`config.mk`:
```
export PLATFORM = sky130hd
export DESIGN_NAME = noc_ring_node
export DESIGN_NICKNAME = d
export VERILOG_FILES = /design/src/rtl/noc_ring_node.sv
export SDC_FILE = /design/constraint.sdc
export NUM_CORES = 1
export LEC_CHECK = 0
export ABC_CLOCK_PERIOD_IN_PS = 4400
export CAP_MARGIN = 20
export CORE_UTILIZATION = 40
export DETAILED_ROUTE_END_ITERATION = 12
export GPL_ROUTABILITY_DRIVEN = 0
export PLACE_DENSITY_LB_ADDON = 0.2
export SETUP_SLACK_MARGIN = 0.02
export SLEW_MARGIN = 20
export SYNTH_ARGS = -nofsm -noshare
export SYNTH_HDL_FRONTEND = slang
export SYNTH_SLANG_ARGS = --single-unit
export TNS_END_PERCENT = 100
```
`constraint.sdc`:
```
create_clock -name ACLK -period 4.4 [get_ports ACLK]
set_clock_uncertainty 0.15 [all_clocks]
set_input_delay 0.44 -clock ACLK [delete_from_list [all_inputs] [get_ports ACLK]]
set_output_delay 0.44 -clock ACLK [all_outputs]
set_load 0.1 [all_outputs]
```
`src/rtl/noc_ring_node.sv`:
```
// noc_ring_node: ring stop with inj/ring input FIFOs, RR arbitration to ej/ring_out, drops dest >= NUM_NODES.
// Latency: 2 cycles from input acceptance to registered output valid; sustains 1 flit/cycle per output.
// Backpressure: input ready = FIFO not full (no pop bypass); output regs hold until ready. NOC_STATS_EN adds counters.

module noc_fifo #(
  parameter int W     = 16,
  parameter int DEPTH = 4
) (
  input  logic         clk,
  input  logic         rst,
  input  logic         push,
  input  logic [W-1:0] push_dat,
  input  logic         pop,
  output logic [W-1:0] head_dat,
  output logic         full,
  output logic         empty
);
  localparam int AW = (DEPTH > 1) ? $clog2(DEPTH) : 1;

  logic [W-1:0]  mem [DEPTH];
  logic [AW-1:0] wr_ptr;
  logic [AW-1:0] rd_ptr;
  logic [AW:0]   count;

  always_ff @(posedge clk) begin
    if (push) mem[wr_ptr] <= push_dat;
  end

  always_ff @(posedge clk) begin
    if (rst) begin
      wr_ptr <= '0;
      rd_ptr <= '0;
      count  <= '0;
    end else begin
      if (push) wr_ptr <= wr_ptr + 1'b1;
      if (pop)  rd_ptr <= rd_ptr + 1'b1;
      case ({push, pop})
        2'b10:   count <= count + 1'b1;
        2'b01:   count <= count - 1'b1;
        default: count <= count;
      endcase
    end
  end

  assign head_dat = mem[rd_ptr];
  assign full     = (count == (AW+1)'(DEPTH));
  assign empty    = (count == '0);
endmodule

module noc_ring_node #(
  parameter int NODE_ID    = 9,
  parameter int NUM_NODES  = 32,
  parameter int FLIT_W     = 16,
  parameter int FIFO_DEPTH = 4
) (
  input  logic              ACLK,
  input  logic              ARESET,
  input  logic [FLIT_W-1:0] inj_data,
  input  logic              inj_valid,
  output logic              inj_ready,
  output logic [FLIT_W-1:0] ej_data,
  output logic              ej_valid,
  input  logic              ej_ready,
  input  logic [FLIT_W-1:0] ring_in_data,
  input  logic              ring_in_valid,
  output logic              ring_in_ready,
  output logic [FLIT_W-1:0] ring_out_data,
  output logic              ring_out_valid,
  input  logic              ring_out_ready,
  output logic              drop_pulse
`ifdef NOC_STATS_EN
  ,
  output logic [15:0]       stat_fwd_cnt,
  output logic [15:0]       stat_ej_cnt,
  output logic [15:0]       stat_drop_cnt
`endif
);
  localparam logic [5:0] NODE_ID_L   = 6'(NODE_ID);
  localparam logic [6:0] NUM_NODES_L = 7'(NUM_NODES);

  logic [FLIT_W-1:0] inj_head, ring_head;
  logic inj_full, inj_empty, ring_full, ring_empty;
  logic inj_push, ring_push, inj_pop, ring_pop;
  logic [5:0] inj_dest, ring_dest;
  logic inj_ej, inj_fwd, inj_drop, ring_ej, ring_fwd, ring_drop;
  logic ej_free, fwd_free;
  logic gnt_inj_ej, gnt_ring_ej, gnt_inj_fwd, gnt_ring_fwd;
  logic ej_rr_ring, fwd_rr_ring;

  assign inj_ready     = !inj_full && !ARESET;
  assign ring_in_ready = !ring_full && !ARESET;
  assign inj_push      = inj_valid && inj_ready;
  assign ring_push     = ring_in_valid && ring_in_ready;

  noc_fifo #(.W(FLIT_W), .DEPTH(FIFO_DEPTH)) u_inj_fifo (
    .clk(ACLK), .rst(ARESET), .push(inj_push), .push_dat(inj_data),
    .pop(inj_pop), .head_dat(inj_head), .full(inj_full), .empty(inj_empty)
  );

  noc_fifo #(.W(FLIT_W), .DEPTH(FIFO_DEPTH)) u_ring_fifo (
    .clk(ACLK), .rst(ARESET), .push(ring_push), .push_dat(ring_in_data),
    .pop(ring_pop), .head_dat(ring_head), .full(ring_full), .empty(ring_empty)
  );

  // Destination is always the top 6 bits regardless of FLIT_W.
  assign inj_dest  = inj_head[FLIT_W-1 -: 6];
  assign ring_dest = ring_head[FLIT_W-1 -: 6];

  assign inj_drop  = !inj_empty && ({1'b0, inj_dest} >= NUM_NODES_L);
  assign inj_ej    = !inj_empty && !inj_drop && (inj_dest == NODE_ID_L);
  assign inj_fwd   = !inj_empty && !inj_drop && !inj_ej;
  assign ring_drop = !ring_empty && ({1'b0, ring_dest} >= NUM_NODES_L);
  assign ring_ej   = !ring_empty && !ring_drop && (ring_dest == NODE_ID_L);
  assign ring_fwd  = !ring_empty && !ring_drop && !ring_ej;

  assign ej_free  = !ej_valid || ej_ready;
  assign fwd_free = !ring_out_valid || ring_out_ready;

  assign gnt_ring_ej  = ej_free && ring_ej && (!inj_ej || ej_rr_ring);
  assign gnt_inj_ej   = ej_free && inj_ej && (!ring_ej || !ej_rr_ring);
  assign gnt_ring_fwd = fwd_free && ring_fwd && (!inj_fwd || fwd_rr_ring);
  assign gnt_inj_fwd  = fwd_free && inj_fwd && (!ring_fwd || !fwd_rr_ring);

  // Each head has exactly one class, so at most one pop per FIFO per cycle.
  assign inj_pop  = gnt_inj_ej || gnt_inj_fwd || inj_drop;
  assign ring_pop = gnt_ring_ej || gnt_ring_fwd || ring_drop;

  always_ff @(posedge ACLK) begin
    if (ARESET) begin
      ej_valid       <= 1'b0;
      ej_data        <= '0;
      ring_out_valid <= 1'b0;
      ring_out_data  <= '0;
      drop_pulse     <= 1'b0;
      ej_rr_ring     <= 1'b1;
      fwd_rr_ring    <= 1'b1;
    end else begin
      drop_pulse <= inj_drop || ring_drop;

      if (gnt_ring_ej || gnt_inj_ej) begin
        ej_valid <= 1'b1;
        ej_data  <= gnt_ring_ej ? ring_head : inj_head;
      end else if (ej_ready) begin
        ej_valid <= 1'b0;
      end

      if (gnt_ring_fwd || gnt_inj_fwd) begin
        ring_out_valid <= 1'b1;
        ring_out_data  <= gnt_ring_fwd ? ring_head : inj_head;
      end else if (ring_out_ready) begin
        ring_out_valid <= 1'b0;
      end

      // Priority only rotates after a contested grant.
      if (ej_free && ring_ej && inj_ej)    ej_rr_ring  <= !ej_rr_ring;
      if (fwd_free && ring_fwd && inj_fwd) fwd_rr_ring <= !fwd_rr_ring;
    end
  end

`ifdef NOC_STATS_EN
  function automatic logic [15:0] sat_add(input logic [15:0] a, input logic [1:0] b);
    logic [16:0] s;
    s = {1'b0, a} + {15'b0, b};
    return s[16] ? 16'hFFFF : s[15:0];
  endfunction

  always_ff @(posedge ACLK) begin
    if (ARESET) begin
      stat_fwd_cnt  <= '0;
      stat_ej_cnt   <= '0;
      stat_drop_cnt <= '0;
    end else begin
      stat_fwd_cnt  <= sat_add(stat_fwd_cnt, {1'b0, ring_out_valid && ring_out_ready});
      stat_ej_cnt   <= sat_add(stat_ej_cnt, {1'b0, ej_valid && ej_ready});
      stat_drop_cnt <= sat_add(stat_drop_cnt, {1'b0, inj_drop} + {1'b0, ring_drop});
    end
  end
`endif
endmodule

```
# Word-level counts from Yosys, hierarchy flattened

Memory sizes are Yosys's and may differ from the RTL's. A register that Yosys moved wholly into a read port is not among the register bits.
Cells that the tools add are included.

Eq/ne operators: 8
Reduce and logical (&&, ||, !) cells: 56
Add/sub/neg operators: 8
Mux-type cells: 16
Magnitude comparators: 2

Operators with widths:

| operator                                                  | count |
|---|---|
| two-way mux 16 bit                                        | 2 |
| logical AND 1 bit                                         | 22 |
| zero test 1 bit                                           | 15 |
| logical OR 1 bit                                          | 13 |
| equality test 6 x 4 -> 1 bit (second input constant)      | 2 |
| greater-or-equal comparator 6 bit (second input constant) | 2 |
| case mux 3 bit (2 select lines)                           | 2 |
| adder 2 x 1 -> 2 bit (second input constant)              | 4 |
| two-way mux 1 bit                                         | 8 |
| two-way mux 2 bit                                         | 4 |
| nonzero test 2 bit                                        | 4 |
| adder 3 x 1 -> 3 bit (second input constant)              | 2 |
| equality test 3 bit (second input constant)               | 2 |
| zero test 3 bit                                           | 2 |
| subtractor 3 x 1 -> 3 bit (second input constant)         | 2 |
| equality test 2 x 1 -> 1 bit (second input constant)      | 2 |
| equality test 2 bit (second input constant)               | 2 |

Memories kept: 2
Output and inout bits: 37
Input bits: 38
Word-level logic and storage cells: 105
Register bits: 51
Bits in writable memories: 128

Memories:

| memory          | words | bits a word | read ports | clocked after Yosys merged registers in | wr ports | line | text |
|---|---|---|---|---|---|---|---|
| u_inj_fifo.mem  | 4     | 16          | 1          | 1                                       | 1        | 20   | `logic [W-1:0] mem [DEPTH];` |
| u_ring_fifo.mem | 4     | 16          | 1          | 1                                       | 1        | 20   |  |

# Logic depth before layout (Yosys ltp)

Gate-level depths: netlist (run 1).

Depth in word-level cells: 15
Gate-level depth with buffers: 13

# Cells and area by module

A second synthesis (run 1) with hierarchy kept.

Cell total of the unflattened synthesis: 478
Area total of the unflattened synthesis: 7370.8 um2

By module, submodules not included:

| module        | seq. area each (um2) | cells an instance | area each (um2) | instances |
|---|---|---|---|---|
| noc_fifo      | 2102.0               | 131               | 2780.2          | 2 |
| noc_ring_node | 740.7                | 216               | 1810.5          | 1 |

# Worst setup path before layout (run 1)

OpenSTA, ideal clock, no wires.

Path type: input to register
Start: in ARESET
End: reg u_inj_fifo.count[2]
Data arrival time: 3.611 ns
Slack: 0.568 ns
Data required time: 4.180 ns
Cell stages on the path: 10
Buffers on the path: 1
Path through: clkbuf_1 a31oi_1 and2_1 inv_1 ha_1 inv_1 fa_1 xor2_1 or3_1 a21oi_1

Cells in the longest elaborated chain, start to end: 5
Elaborated cells between the ends (all ways): 7
Classes of those cells: 2 x eq/ne; 1 x mux; 4 x reduce/logical

RTL lines:

| what                                                                  | line | text |
|---|---|---|
| start: declaration                                                    | 57   | `input logic ARESET,` |
| zero test 1 bit *                                                     | 90   | `assign inj_ready = !inj_full && !ARESET;` |
| logical AND 1 bit *                                                   | 90   |  |
| net inj_ready                                                         | 60   | `output logic inj_ready,` |
| logical AND 1 bit *                                                   | 92   | `assign inj_push = inj_valid && inj_ready;` |
| equality test 2 x 1 -> 1 bit or equality test 2 bit (tied branches)   | 37   | `case ({push, pop})` |
| case mux 3 bit (2 select lines) or nonzero test 2 bit (tied branches) | -    |  |
| end signal: assignment                                                | 38   | `2'b10: count <= count + 1'b1;` |
| end signal: assignment                                                | 39   | `2'b01: count <= count - 1'b1;` |
| end signal: assignment                                                | 40   | `default: count <= count;` |
| end: declaration                                                      | 23   | `logic [AW:0] count;` |

The timed path passes the listed nets; every way through them passes the cells marked *.
A chain may end at the register's enable or synchronous reset.

==> impl_metrics.csv, run 1 <==
group,metric,value,unit
setup_path,crit_path_max_fanout,15,
placement,cell_count_after_placement,740,
global_route,grt_max_degree,47,
final_layout,finish.instance_area,0.008697,sq mm
synth,postSynthNetCount,506,
global_route,grt_use_met3,0.04377,
synth,ys.flop_type,"edfxtp_1",
sta,slew-limit-headroom,0.3379,
power_and_ir_drop,total_power_divided_by_cell_area,680.2,mW/mm^2
clock_tree,cts_setup_buffers,0,
global_route,first_global_vias,4281,
clock_tree,cts_buffers,17,
clock_tree,htreeDepth,4,
synth,synth_cells,456,
clock_tree,clock_insertion_delay_worst_skew,420,ps
power_and_ir_drop,cell_internal_pwr,3.636,mW
clock_tree,clock_tree.root_cell,"clkbuf_16",
power_and_ir_drop,power.total,5.915,mW
setup_path,setup.worst_path.class,"register to register",
job,max-cap-violations,0,
placement,placement.cell_area,0.008135,sq mm
power_and_ir_drop,pwr-share-clk,0.249,
setup_path,crit_arrival,4220,ps
routing,drt_iter0_drc,253,
synth,synth-async-reset-ratio,0,
power_and_ir_drop,power_switching,2.280,mW
synth,syn_avg_cell_area,15.70,sq um
synth,synth.cell_area,0.007159,sq mm
sta,grt_setup_unrepaired,"no",
sta,finalHoldWorstSlack,146.7,ps
placement,dp_hpwl,10100,um
floorplanning,floorplan.die_area,0.01844,sq mm
power_and_ir_drop,static-leakage-power,2.877,nW
routing,final_wl,15050,um
routing,ant_nets,0,
final_layout,drive_gt1_frac,0.1389,
global_route,antenna_violations_before_repair,0,
floorplanning,boundaryPins,75,
sta,timing.final.crit_share,0.9122,
setup_path,worst_setup_path_start_kind,"register",
sta,worst_slew_pin_slew,990.0,ps
global_route,globalRoute.totalOverflow,0,
final_layout,n_antenna_cell,0,
floorplanning,design.core.area,0.01742,sq mm
routing,avgViaCountPerCell,5.324,
placement,dp_worst_setup_slack,389.9,ps
placement,placement.io_buffers,74,
sta,layout_setup_ws,386.3,ps
clock_tree,ctsLongestPathBuffers,2,
floorplanning,die_height,135.8,um
final_layout,final_core_util,0.4994,
status,result_of_the_run,"finished, final reports clean",
sta,finalMaxSlewViolations,0,
final_layout,p_r_area_growth_vs_syn,21.48,%
power_and_ir_drop,power.combinational.fraction,0.379,
global_route,track_usage,0.1771,
power_and_ir_drop,p_sw_frac,0.3854,
routing,drc,0,
final_layout,post_layout_nonfiller_instances,772,
synth,synth_cell_type_count,44,
clock_tree,resized_after_cts,0,
global_route,grt_pass1_wl,23790,um
sta,finalCriticalPeriod,4014,ps
clock_tree,clock_tree_from_tritoncts,"built",
setup_path,reg2reg_setup_slack,390,ps
min_path,hold_path.class,"input pin to register",
routing,wl_per_cell,19.49,um
power_and_ir_drop,worst_case_vdd_ir_drop,0.8295,mV
clock_tree,sinks_on_clock_net,183,
final_layout,nets,584,
routing,drtPass1Iterations,4,
floorplanning,placementRows,48,
floorplanning,fp.dieW,135.8,um
setup_path,worst-endpoint-required,4600,ps
clock_tree,worst_setup_hold_path_clk_slew,60,ps
synth,ys_warn_count,0,
sta,hold_viol_final,0,
global_route,grt_util_met2,0.2815,
synth,seq_area_frac_synth,0.6907,
sta,setup_violations,0,
global_route,grt_util_met1,0.2393,
sta,maxClockFrequency,249.1,MHz
synth,yosys_reg_bits,183,
synth,number_of_synthesized_flops_with_an_enable_pin,128,
power_and_ir_drop,power.share.sequential,0.372,
global_route,grt_most_used_layer,"met2",
floorplanning,start_util,0.4111,
clock_tree,ctsHoldBuffers,0,
sta,setup-tns-final,0,ps
setup_path,endpoint_kind,"register",
routing,detailroute.via_count,4110,
==> worst paths after layout <==
kind                                 start                                 to  cells past startpoint
setup reg to reg                  register  u_ring_fifo.count[2]$_SDFFE_PP0P_                     12
setup / recovery                  register  u_ring_fifo.count[2]$_SDFFE_PP0P_                     12
hold reg to reg   ej_data[10]$_SDFFE_PP0P_           ej_data[10]$_SDFFE_PP0P_                      2
hold / removal                      ARESET           ej_data[10]$_SDFFE_PP0P_                      2
==> sequential cells by signal (all words and copies together) (netlist names), 2 cells and up, named ones only <==
register / flops
u_inj_fifo.count: 3
ej_data: 16
u_inj_fifo.mem: 64
u_inj_fifo.rd_ptr: 2
u_ring_fifo.count: 3
u_ring_fifo.mem: 64
u_inj_fifo.wr_ptr: 2
ring_out_data: 16
u_ring_fifo.rd_ptr: 2
u_ring_fifo.wr_ptr: 2
==> worst max-delay path, stage by stage, from the launching register on <==
cell     delay [ps]
dfxtp_1         470
buf_4           250
mux4_2          520
or4_4           450
or4_1           510
and3_4          260
or3_1           340
ha_1            210
inv_1            80
fa_1            170
xor2_1           70
or3_1           310
a21oi_1         140
==> power groups by stage <==
stage / Sequential (mW) / Clock, mW / Combinational (mW)
6_report: 2.20 / 1.47 / 2.24
5_1_grt: 2.23 / 1.57 / 2.40
3_5_place_dp: 2.24 / 0 / 2.24
4_1_cts: 2.21 / 1.50 / 2.25
3_3_place_gp: 2.23 / 0 / 2.20
2_1_floorplan: 2.77 / 0 / 1.12
==> per-layer routing <==
layer  share of wire  routed length [um]
met1            0.45                6789
met5               0                   0
met4          0.0092                 138
met2            0.48                7269
met3           0.056                 848
==> cells in the mapped netlist, drive strengths merged (9+ instances only) <==
library cell	count	share of area
dfxtp	55	0.15
a22oi	10	0.010
mux4	32	0.10
a21oi	25	0.017
nor3	21	0.015
ha	10	0.017
o2bb2ai	10	0.012
clkbuf	17	0.0089
nor2	17	0.0093
and2	9	0.0079
a211oi	16	0.017
and3	9	0.0086
nand2	21	0.011
edfxtp	128	0.54
inv	17	0.0089
==> layout make-up <==
class / instances / area [sq um]
Clock buffer: 22 / 444.2
Clock inverter: 10 / 117.6
Fill cell: 1457 / 8720
Inverter: 17 / 63.81
Multi-Input combinational cell: 231 / 2037
Sequential cell: 183 / 4945
Tap cell: 225 / 281.5
Timing Repair Buffer: 84 / 808.3
==> layout by cell type (no fill, tap or decap), drive strengths merged, types with 9 or more instances in the layout <==
master and instances:
mux4 32, buf 12, ha 10, clkdlybuf4s50 72, and3 9, inv 21, edfxtp 128, o2bb2ai 10
a211oi 16, dfxtp 55, nor3 21, a22oi 10, and2 9, nand2 21, nor2 17, a21oi 25
clkbuf 22
==> logic make-up after synthesis <==
family / share of synthesized area
xor+xnor: 0.01101
simple gates: 0.07987
flops: 0.6907
compound gates: 0.06990
fa+ha+maj: 0.02307
buf+inv: 0.02482
mux: 0.1007
Note: power is estimated with default switching activity, not from simulation.
==> run 2, diff against run 1 <==
- CTS_CLUSTER_DIAMETER: default -> 30
==> results of run 2 <==
Final layout, timing and power as in run 1 (identical DEF).
==> run 3, diff against run 2 <==
- ABC_CLOCK_PERIOD_IN_PS: 4400 -> default
==> results of run 3 <==
Final layout, timing and power as in run 1 (identical DEF).
